[src/rtl/bldc_commutation_gate_driver.sv]
// bldc_commutation_gate_driver
// Six-step BLDC commutation stage: PWM generator, commutation table and one
// dead-time protected OFF/HI/LO state machine per motor leg (R, S, T).
// Optional feature macro: COMM_BRAKE_EN adds the brake input. When brake is set,
// every leg is driven low-side on.
// The high-side gates are active high. The low-side gates are active low.

module bldc_commutation_gate_driver #(
    parameter int PWM_W       = 8,
    parameter int DEAD_CYCLES = 8
) (
    input  logic             clk,
    input  logic             rst_n,
    input  logic             enable,
    input  logic [2:0]       rotate_state,
    input  logic [PWM_W-1:0] duty_level,
`ifdef COMM_BRAKE_EN
    input  logic             brake,
`endif
    output logic             duty,
    output logic             HIN_R,
    output logic             HIN_S,
    output logic             HIN_T,
    output logic             _LIN_R,
    output logic             _LIN_S,
    output logic             _LIN_T,
    output logic             state_fault
);

    localparam int DW = $clog2(DEAD_CYCLES + 1);

    // The last count value before wrap is 2**PWM_W-2, so the period is 2**PWM_W-1 clocks.
    localparam logic [PWM_W-1:0] CNT_LAST = {{(PWM_W-1){1'b1}}, 1'b0};

    // The dead counter saturates at DEAD_CYCLES. An opposite-side turn-on is allowed
    // once the current clock completes DEAD_CYCLES fully-off clocks.
    localparam logic [DW-1:0] DEAD_SAT  = DW'(DEAD_CYCLES);
    localparam logic [DW-1:0] DEAD_LAST = DW'(DEAD_CYCLES - 1);

    localparam int LEG_R = 0;
    localparam int LEG_S = 1;
    localparam int LEG_T = 2;

    typedef enum logic [1:0] {
        LEG_OFF = 2'd0,
        LEG_HI  = 2'd1,
        LEG_LO  = 2'd2
    } leg_state_t;

    logic [PWM_W-1:0] cnt;
    logic [PWM_W-1:0] duty_q;
    logic             pwm_on;

    logic [2:0]       rs_q;
    logic             rs_valid;

    leg_state_t       high_want;
    leg_state_t       tbl_want [3];
    leg_state_t       leg_want [3];

    leg_state_t       leg_q    [3];
    leg_state_t       leg_d    [3];
    leg_state_t       last_q   [3];
    leg_state_t       last_d   [3];
    logic [DW-1:0]    dead_q   [3];
    logic [DW-1:0]    dead_d   [3];

    logic [2:0]       hin_q;
    logic [2:0]       lin_n_q;

    assign pwm_on   = (cnt < duty_q);
    assign rs_valid = (rs_q <= 3'd5);

    // PWM counter; duty_level is sampled only at the period start so a period never glitches.
    always_ff @(posedge clk or negedge rst_n) begin
        if (!rst_n) begin
            cnt    <= '0;
            duty_q <= '0;
            duty   <= 1'b0;
        end else begin
            if (cnt == CNT_LAST) begin
                cnt <= '0;
            end else begin
                cnt <= cnt + 1'b1;
            end
            if (cnt == '0) begin
                duty_q <= duty_level;
            end
            duty <= pwm_on;
        end
    end

    // Register the rotor step. The fault flag stays set on an invalid step until reset.
    always_ff @(posedge clk or negedge rst_n) begin
        if (!rst_n) begin
            rs_q        <= 3'd0;
            state_fault <= 1'b0;
        end else begin
            rs_q <= rotate_state;
            if (!rs_valid) begin
                state_fault <= 1'b1;
            end
        end
    end

    // Commutation table: each step names one leg for the high side (PWM-gated) and one for the low side.
    always_comb begin
        high_want = pwm_on ? LEG_HI : LEG_OFF;
        for (int i = 0; i < 3; i++) begin
            tbl_want[i] = LEG_OFF;
        end
        case (rs_q)
            3'd0: begin
                tbl_want[LEG_R] = high_want;
                tbl_want[LEG_S] = LEG_LO;
            end
            3'd1: begin
                tbl_want[LEG_R] = high_want;
                tbl_want[LEG_T] = LEG_LO;
            end
            3'd2: begin
                tbl_want[LEG_S] = high_want;
                tbl_want[LEG_T] = LEG_LO;
            end
            3'd3: begin
                tbl_want[LEG_S] = high_want;
                tbl_want[LEG_R] = LEG_LO;
            end
            3'd4: begin
                tbl_want[LEG_T] = high_want;
                tbl_want[LEG_R] = LEG_LO;
            end
            3'd5: begin
                tbl_want[LEG_T] = high_want;
                tbl_want[LEG_S] = LEG_LO;
            end
            default: begin
            end
        endcase
    end

    // Final per-leg request. Priority, highest first: disabled or invalid step, then brake, then the table.
    always_comb begin
        for (int i = 0; i < 3; i++) begin
            leg_want[i] = LEG_OFF;
        end
        if (enable && rs_valid) begin
            for (int i = 0; i < 3; i++) begin
                leg_want[i] = tbl_want[i];
            end
`ifdef COMM_BRAKE_EN
            if (brake) begin
                for (int i = 0; i < 3; i++) begin
                    leg_want[i] = LEG_LO;
                end
            end
`endif
        end
    end

    // Leg FSM next state: any change leaves via OFF, and a side swap waits out the dead time.
    always_comb begin
        for (int i = 0; i < 3; i++) begin
            leg_d[i]  = leg_q[i];
            last_d[i] = last_q[i];
            dead_d[i] = dead_q[i];
            case (leg_q[i])
                LEG_HI, LEG_LO: begin
                    if (leg_want[i] != leg_q[i]) begin
                        leg_d[i]  = LEG_OFF;
                        dead_d[i] = '0;
                    end
                end
                default: begin
                    if (dead_q[i] != DEAD_SAT) begin
                        dead_d[i] = dead_q[i] + 1'b1;
                    end
                    if ((leg_want[i] != LEG_OFF) &&
                        ((leg_want[i] == last_q[i]) ||
                         (last_q[i] == LEG_OFF) ||
                         (dead_q[i] >= DEAD_LAST))) begin
                        leg_d[i]  = leg_want[i];
                        last_d[i] = leg_want[i];
                    end
                end
            endcase
        end
    end

    // Leg FSM state, side memory and dead counters; reset leaves the counters saturated.
    always_ff @(posedge clk or negedge rst_n) begin
        if (!rst_n) begin
            for (int i = 0; i < 3; i++) begin
                leg_q[i]  <= LEG_OFF;
                last_q[i] <= LEG_OFF;
                dead_q[i] <= DEAD_SAT;
            end
        end else begin
            for (int i = 0; i < 3; i++) begin
                leg_q[i]  <= leg_d[i];
                last_q[i] <= last_d[i];
                dead_q[i] <= dead_d[i];
            end
        end
    end

    // Gate registers load from the same next state as the FSM, so each pin is a clean flop output.
    always_ff @(posedge clk or negedge rst_n) begin
        if (!rst_n) begin
            hin_q   <= 3'b000;
            lin_n_q <= 3'b111;
        end else begin
            for (int i = 0; i < 3; i++) begin
                hin_q[i]   <= (leg_d[i] == LEG_HI);
                lin_n_q[i] <= (leg_d[i] != LEG_LO);
            end
        end
    end

    assign HIN_R  = hin_q[LEG_R];
    assign HIN_S  = hin_q[LEG_S];
    assign HIN_T  = hin_q[LEG_T];
    assign _LIN_R = lin_n_q[LEG_R];
    assign _LIN_S = lin_n_q[LEG_S];
    assign _LIN_T = lin_n_q[LEG_T];

endmodule

[config.mk]
export PLATFORM = sky130hd
export DESIGN_NAME = bldc_commutation_gate_driver
export DESIGN_NICKNAME = d
export VERILOG_FILES = /design/src/rtl/bldc_commutation_gate_driver.sv
export SDC_FILE = /design/constraint.sdc
export NUM_CORES = 1
export LEC_CHECK = 0
export CORE_MARGIN = 1
export CORE_UTILIZATION = 58
export CTS_CLUSTER_DIAMETER = 30
export DETAILED_ROUTE_END_ITERATION = 10
export PLACE_DENSITY = 0.91
export SYNTH_ARGS = -nofsm -noshare
export SYNTH_HDL_FRONTEND = slang
export SYNTH_SLANG_ARGS = --single-unit
[constraint.sdc]
create_clock -name clk -period 3 [get_ports clk]
set_input_delay 0.3 -clock clk [delete_from_list [all_inputs] [get_ports clk]]
set_output_delay 0.3 -clock clk [all_outputs]
set_load 0.1 [all_outputs]
# Yosys cells after proc, flatten, opt, wreduce, memory -nomap -nowiden
# Index checks and enable logic that the tools add are counted.
# word_totals
reg_bits	51
word_cells	118
# op_classes
addsub	4
magnitude_cmp	5
n_eq_ne	30
n_mux	24
bitwise	3
n_reduce_logical	36
# op_table
op	n
$mux W4	9
$mux W2	9
$reduce_or A2 Y1	9
$add A4 B1 Y4 const B	3
$eq A2 B1 Y1 const B	6
$ge A4 B3 Y1 const B	3
$ne A2 B2 Y1 const B	6
$ne A4 B4 Y1 const B	3
$pmux W2 S2	3
$reduce_and A2 Y1	6
$reduce_bool A2 Y1	6
$add A8 B1 Y8 const B	1
$eq A8 B8 Y1 const B	1
$logic_not A8 Y1	1
$lt A8 B8 Y1	1
$mux W8	1
$eq A2 B2 Y1	3
$eq A2 B2 Y1 const B	3
$eq A3 B2 Y1 const B	2
$eq A3 B3 Y1 const B	2
$logic_not A2 Y1	3
$logic_or A1 B1 Y1	6
$mux W6	1
$ne A2 B2 Y1	3
6 further kinds	11

# Longest topological paths before layout
# Gate-level depths: netlist of the first run.
# depth
depth_word	11
mapped_depth	7
depth_no_buf	7

# Least setup slack after synthesis of the first run
# No wires, ideal clock.
# synth_timing
kind	register -> register
start	register cnt[2]
end	register leg_q[3] (netlist bit)
setup_ns	0.126
arrival_ns	1.989
t_required_ns	2.874
setup_slack_ns	0.885
path_stages_with_launch	7
path_cell_list	dfrtp_1 > ha_1 > o21a_1 > o21ai_0 > o2111ai_2 > or2_1 > a311o_1
# synth_rtl
item	line_no	source
start: declaration	50	logic [PWM_W-1:0] cnt;
start signal: assignment	84	cnt <= cnt + 1'b1;
end signal: indexed assignment	200	leg_q[i] <= leg_d[i];
end: declaration	61	leg_state_t leg_q [3];

# Final worst setup path of the first run
# layout_timing
start	register cnt[2]
end	register dead_q[8] (netlist bit)
# layout_via
elab_chain_len	7
# layout_rtl
item	line_no	source
$lt A8 B8 Y1	71	assign pwm_on = (cnt < duty_q);
$mux W1	108	high_want = pwm_on ? LEG_HI : LEG_OFF;
$pmux W2 S2	112	case (rs_q)
$mux W6	147	if (enable && rs_valid) begin
$ne A2 B2 Y1	169	if (leg_want[i] != leg_q[i]) begin
$ne A2 B2 Y1 (no source line)	--	
$reduce_and A2 Y1 (no source line)	--	
end signal: indexed assignment	202	dead_q[i] <= dead_d[i];
end: declaration	65	logic [DW-1:0] dead_q [3];
# Every way passes these cells.
# A chain may end at the register's enable or synchronous reset.

==> results of run 1 <==
==> how the worst min path moves through the flow <==
stage / from / slack [ns] / endpoint
2_1_floorplan: rst_n / 0.004 / cnt[0]
3_3_place_gp: state_fault / 0.45 / state_fault
3_5_place_dp: last_q[0] / 0.47 / last_q[0]
4_1_cts: rst_n / 0.23 / cnt[4]
5_1_grt: rst_n / 0.29 / dead_q[4]
6_report: rst_n / 0.18 / dead_q[5]
==> cells by family after synthesis <==
family | synth area share
AO/OA/AOI/OAI | 0.173
multiplexers | 0.0422
adder cells (fa/ha/maj) | 0.0826
XOR/XNOR | 0.0361
flip-flops | 0.481
buffers and inverters | 0.0455
AND/OR/NAND/NOR | 0.140
==> cell usage in the layout, fill, tap and decap left out, drive strengths merged, types with 2 or more instances in the layout <==
master / instances
a211o: 2
a211oi: 3
a21o: 7
a21oi: 10
a22o: 2
a31oi: 4
and2: 2
and3: 4
buf: 6
clkbuf: 6
clkdlybuf4s50: 16
dfrtp: 45
dfstp: 6
ha: 16
inv: 28
maj3: 2
mux2: 10
nand2: 25
nand2b: 3
nand3: 10
nor2: 21
nor2b: 3
nor3: 2
o2111ai: 3
o21a: 3
o21ai: 17
o31ai: 3
or2: 2
xnor2: 5
xor2: 6
==> worst reg2reg max path: cells and delay by family (launching register included) <==
family / cells / cell delay (ns)
fa+ha+maj: 1 / 0.32
compound gates: 4 / 1.34
flops: 1 / 0.45
mux: 1 / 0.19
==> state kept, by name, summed over array words and instances (netlist names) <==
| signal | count |
|---|---|
| cnt | 8 |
| dead_q | 12 |
| duty | 1 |
| duty_q | 8 |
| hin_q | 3 |
| last_q | 6 |
| leg_q | 6 |
| lin_n_q | 3 |
| rs_q | 3 |
| state_fault | 1 |
==> layout make-up <==
class                      instances  area [sq um]
clock inverter                     2          35.0
tap                               52          65.1
inverter                          28           105
sequential                        51          1280
multi-input combinational        181          1260
clock buffer                       6          82.6
timing repair buffer              22           203
fill                             327          1350
==> through the flow <==
step           cells  total power, mW  setup slack, ns
3_3_place_gp     334             1.62            0.769
2_1_floorplan    264             1.49            0.885
3_5_place_dp     334             1.66            0.676
6_report         342             2.14            0.643
5_1_grt          342             2.29            0.505
4_1_cts          342             2.15            0.641
==> synthesized netlist by cell type, types with 2 or more instances <==
cell type and number:
nor2b_1 3, nand2_1 25, o31ai_1 3, nor2_1 21
o2111ai_1 2, a31oi_1 4, o21ai_0 17, dfstp_2 6
xor2_1 6, ha_1 16, and2_1 2, and3_1 4
dfrtp_1 45, xnor2_1 5, a21o_1 7, nand2b_1 2
nor3_1 2, a21oi_1 10, a211o_1 2, maj3_1 2
mux2_2 9, o21a_1 3, inv_1 28, a22o_1 2
clkbuf_1 3, nand3_1 10, a211oi_1 3
==> per-layer routing <==
metal / up-vias / track usage / routed length [um]
met3: 10 / 0.0305 / 128
li1: 968 / - / -
met2: 28 / 0.354 / 2220
met5: - / 0 / 0
met1: 939 / 0.276 / 2130
met4: 0 / 0.0911 / 95
==> power breakdown <==
part	switching, mW	total (mW)	internal (mW)
Combinational	0.364	0.665	0.301
Sequential	0.134	0.979	0.845
Clock	0.221	0.491	0.270
Total	0.719	2.14	1.42
==> run metrics, run 1 <==
GPL Wtd Cong=0.921; Post-synth EDFFs=0; Synth Warn #=0; fraction of the yosys area taken by sequential cells=0.481; critical path type=reg2reg; setup TNS=0 ns; post-cts sizing count=0; FMAX=424 MHz; WL/cell=approximately 13 um; clk sinks=51; global-route wire length before repair=8.29 mm; outcome=completed; Die X=69.8 um; worst path buffer plus inverter count=0; crit start category=flip-flop; Port Buffers=21; drt first pass iters=4; Synth Net Count=294; vias=1945; CP Max Fanout=6; CP max stage delay=0.45 ns; slowest cell on the critical path=dfrtp_1; CP Cell Sequence=ha_1 -> o21a_1 -> o21ai_0 -> o2111ai_1 -> a221oi_2 -> mux2_1; Max-Cap Viols=0; register bit total from synthesis=between 50 and 60; Setup-failing EPs final=0; Worst Clk Skew=0.00824 ns; worst reg2reg startpoint=cnt[2]; Vias per Instance=approximately 5.7; Die Y-Extent=69.8 um; worst hold slack=0.183 ns; Fin. Hold Viols=0; VDD IR max=0.000492 V; total I/O pin count=22; min Tclk post-route=~2.4 ns; fin util=0.693; pwr dens=703 nW/um^2; CP Depth=6; DP Area=2920 sq um; antenna cells=0; WP data required=3.24 ns; Reg2Reg Depth=6; Synth top area share=0.422; CTS buffer count=5; Setup crit end kind=flip-flop; HPWL after DPL=3.30 mm; CTS hold repair buffers=0; reg2reg setup slack=0.64 ns; crit path to=dead_q[8]; initial DRC count=134; Worst Setup SP=cnt[2]; area grow syn2layout=13.8%; Worst Hold Class=in2async; htree depth=2; Slew headroom=0.296; Rows=24; root buf cell=clkbuf_8; largest cells by area after synthesis=dfrtp_1, ha_1, dfstp_2, inv_1, mux2_2; Remaining Overflow, GRT=0; Post-CTS Setup Bufs=0; Clock Pin Slew Worst Setup and Hold Paths=0.09 ns; delay-heaviest family, CP=compound AO/OA/AOI/OAI gates; CORE AREA=4380 sq um; Leakage=1.43 nW; ys flop type=dfrtp_1; syn_area_per_cell=10.1 sq um; Async S/R FF share, synth=1.00; post-synthesis cell count=264; largest area contributor in the netlist=dfrtp_1; WL final=4.58 mm; fraction of layout cells with a size suffix above 1=0.117; Synth Cell Area=approximately 2700 sq um; worst skew pair latency=0.31 ns; final slew viol count=0; fin area=3040 sq um; Initial Util=0.608; CTS tree=yes; ANT nets after route=0; Global Route Usage Sum=0.212; FF-to-FF End=dead_q[8]; crit path DAT=2.60 ns; CTS max path bufs=2; final worst path period share=0.786; initial antenna violation count=0; unrepaired setup endpoints after global routing=no; Least-Margin Pin Slew=around 1.1 ns; Unique masters post-synth=49; die area=4870 sq um; Remaining DRCs=0; fin nets=319; largest net degree at the start of global routing=52; vias in the first global route=1920
No activity file was read; power rests on OpenSTA's default activity.
==> run 2: changes to the inputs <==
- CORE_UTILIZATION: 58 -> 52
- PLACE_DENSITY: 0.91 -> 0.87
- clock period: 3 -> 2.05 ns (I/O delays scaled with it)
==> run 2 against run 1 <==
Register-to-register slack got worse by 0.61 ns; first-iteration DRC count fell by 31%; clock power up 18%; critical path type unchanged; sequential share of layout area is 2.6 points lower; global-route usage increased by 0.79 points; via count grew 4.4%; count of clock-buffer cells in the layout down 1; largest cell class is now multi-input combinational cells; sequential power increased by 47%; final area up 6.7%; highest routed layer unchanged; setup slack got worse by 0.61 ns; die area grew 11%.
==> run metrics, run 2 (synthesized netlist as in run 1, its figures left out) <==
Rows=25 (+4.2%); area grow syn2layout=21.4%; Remaining DRCs=0 (unchanged); pwr dens=943 nW/um^2 (+34%); Setup-failing EPs final=0 (unchanged); hold path endpoint=rs_q[1]; Global Route Usage Sum=0.220 (+0.00794); crit path DAT=2.25 ns (-0.35 ns); crit start category=flip-flop; CP Max Fanout=5 (-1); Slew headroom=0.631 (+0.335); CORE AREA=4820 sq um (+9.9%); worst hold stages=1; Comb pwr share=0.339 (+0.028); Finished Layout Cells=372 (+8.8%); sw frac=0.361 (+0.0249); WL/cell=14.5 um (+8.7%); worst reg2reg startpoint=duty_q[1]; global-route wire length before repair=8.94 mm (+7.9%); commonest non-fill, non-tap cell in the layout=dfrtp_1; Clock Pin Slew Worst Setup and Hold Paths=0.09 ns (about the same); root buf cell=clkbuf_8; Post-Place Cells=361 (+8.1%); Worst Clk Skew=0.00693 ns (-0.00131 ns); htree depth=2 (unchanged); min Tclk post-route=2.01 ns (-0.344 ns); Setup crit end kind=flip-flop; antenna cells=0 (unchanged); DP Area=3050 sq um (+4.4%); pre-CTS setup slack=-0.0561 ns (-0.732 ns); P_sw=1.10 mW (+54%); largest registers=dead_q: 12 flops, cnt: 8 flops, duty_q: 8 flops; fraction of layout cells with a size suffix above 1=0.210 (+0.0926); Port Buffers=21 (unchanged); total I/O pin count=22 (unchanged); critical path type=reg2reg; final worst path period share=0.982 (+0.196); vias=2030 (+4.4%); unrepaired setup endpoints after global routing=yes; GPL Wtd Cong=0.830 (-9.8%); Fin. Hold Viols=0 (unchanged); WP data required=2.28 ns (-0.96 ns); hold_sp=rotate_state[1]; CTS buffer count=5 (unchanged); commonest cells after routing, fill and taps aside=dfrtp_1, inv_1, nand2_1; post-route setup slack=0.0367 ns (-0.606 ns); drt first pass iters=4 (unchanged); Max-Cap Viols=0 (unchanged); Die X=73.6 um (+5.5%); fin nets=334 (+4.7%); Remaining Overflow, GRT=0 (unchanged); worst skew pair latency=0.31 ns (about the same); FMAX=497 MHz (+17%); die area=5420 sq um (+11%); initial antenna violation count=0 (unchanged); clk sinks=51 (unchanged); FF-to-FF End=leg_q[0]; CTS tree=yes; ANT nets after route=0 (unchanged); VDD IR max=0.000575 V (+17%); final slew viol count=0 (unchanged); Leakage=1.49 nW (+4.4%); sequential power share=0.471 (+0.012); initial DRC count=92 (-31%); HPWL after DPL=3.86 mm (+17%); WL final=5.41 mm (+18%); Reg2Reg Depth=7 (+1); Initial Util=0.554 (-0.0547); vias in the first global route=2019 (+5.2%); Clock power frac=0.190 (-0.040); outcome=completed; max reg flops=12 (unchanged); Top reg by flops=dead_q; worst hold slack=0.323 ns (+0.140 ns); Vias per Instance=5.46 (-4.0%); reg2reg setup slack=0.04 ns (-0.61 ns); CTS max path bufs=2 (unchanged); setup TNS=0 ns (unchanged); internal power=1.95 mW (+38%); fin area=3240 sq um (+6.7%); largest net degree at the start of global routing=30 (-42%); Die Y-Extent=73.6 um (+5.5%); Least-Margin Pin Slew=0.552 ns (-0.505 ns); Worst Hold Class=in2reg
==> run 2: cell count changes in the layout (fill, tap and decap cells not counted), moves of 3 or more <==
cell	delta
ha_4	+4
ha_1	-4
clkdlybuf4s50_1	-4
o21ai_0	-3
buf_4	+17
==> run 2: worst max-delay path by stage <==
stage               cells after the start      start  slack, ns  endpoint
finish                                  7  duty_q[1]       0.04  leg_q[0]
global route                            7  duty_q[1]      -0.04  leg_q[0]
CTS                                     7  duty_q[1]      0.006  leg_q[0]
detailed placement                      6     cnt[7]      -0.06  leg_q[3]
global placement                        6     cnt[6]       0.04  leg_q[3]
floorplan                               6     cnt[7]       0.01  leg_q[3]
==> run 2: layer usage <==
layer / up-vias / share of wire / track usage
li1: 996 / - / -
met1: 988 / 0.43 / 0.263
met2: 36 / 0.52 / 0.370
met3: 10 / 0.028 / 0.0521
met4: 0 / 0.024 / 0.111
met5: - / 0 / 0
==> run 2: power by group through the flow <==
stage	clock network (mW)	registers [mW]	logic (mW)
final	0.580	1.44	1.03
after global routing	0.642	1.47	1.18
after CTS	0.605	1.43	1.00
after detailed placement	0	1.45	0.982
after global placement	0	1.44	0.941
after floorplan	0	1.47	0.711
==> run 2: stage by stage <==
stage | power, mW | util
5_1_grt | 3.29 | 0.672
3_5_place_dp | 2.43 | 0.632
4_1_cts | 3.04 | 0.662
3_3_place_gp | 2.38 | 0.632
2_1_floorplan | 2.18 | -
6_report | 3.05 | 0.672
==> run 2: critical path: stages, from the launching register on <==
cell and delay, ns:
dfrtp_1 0.41, inv_2 0.08, ha_4 0.21, a2111oi_4 0.42, o211ai_1 0.23, buf_4 0.20, nor2_2 0.18, a2bb2oi_1 0.19
==> run 2: final cells by class <==
type | instances | area [sq um]
Clock buffer | 5 | 68.8
Clock inverter | 3 | 20.0
Sequential cell | 51 | 1280
Multi-Input combinational cell | 181 | 1360
Timing Repair Buffer | 37 | 320
Tap cell | 67 | 83.8
Fill cell | 373 | 1580
Inverter | 28 | 105
==> run 2: what timing repair did <==
item | in CTS | in global routing
setup endpoints to repair | 10 | 16
setup buffers | 0 | 2
hold endpoints to repair | 19 | 0
pin swaps | 4 | 6
resized for setup | 6 | 8
hold buffers | 1 | 0
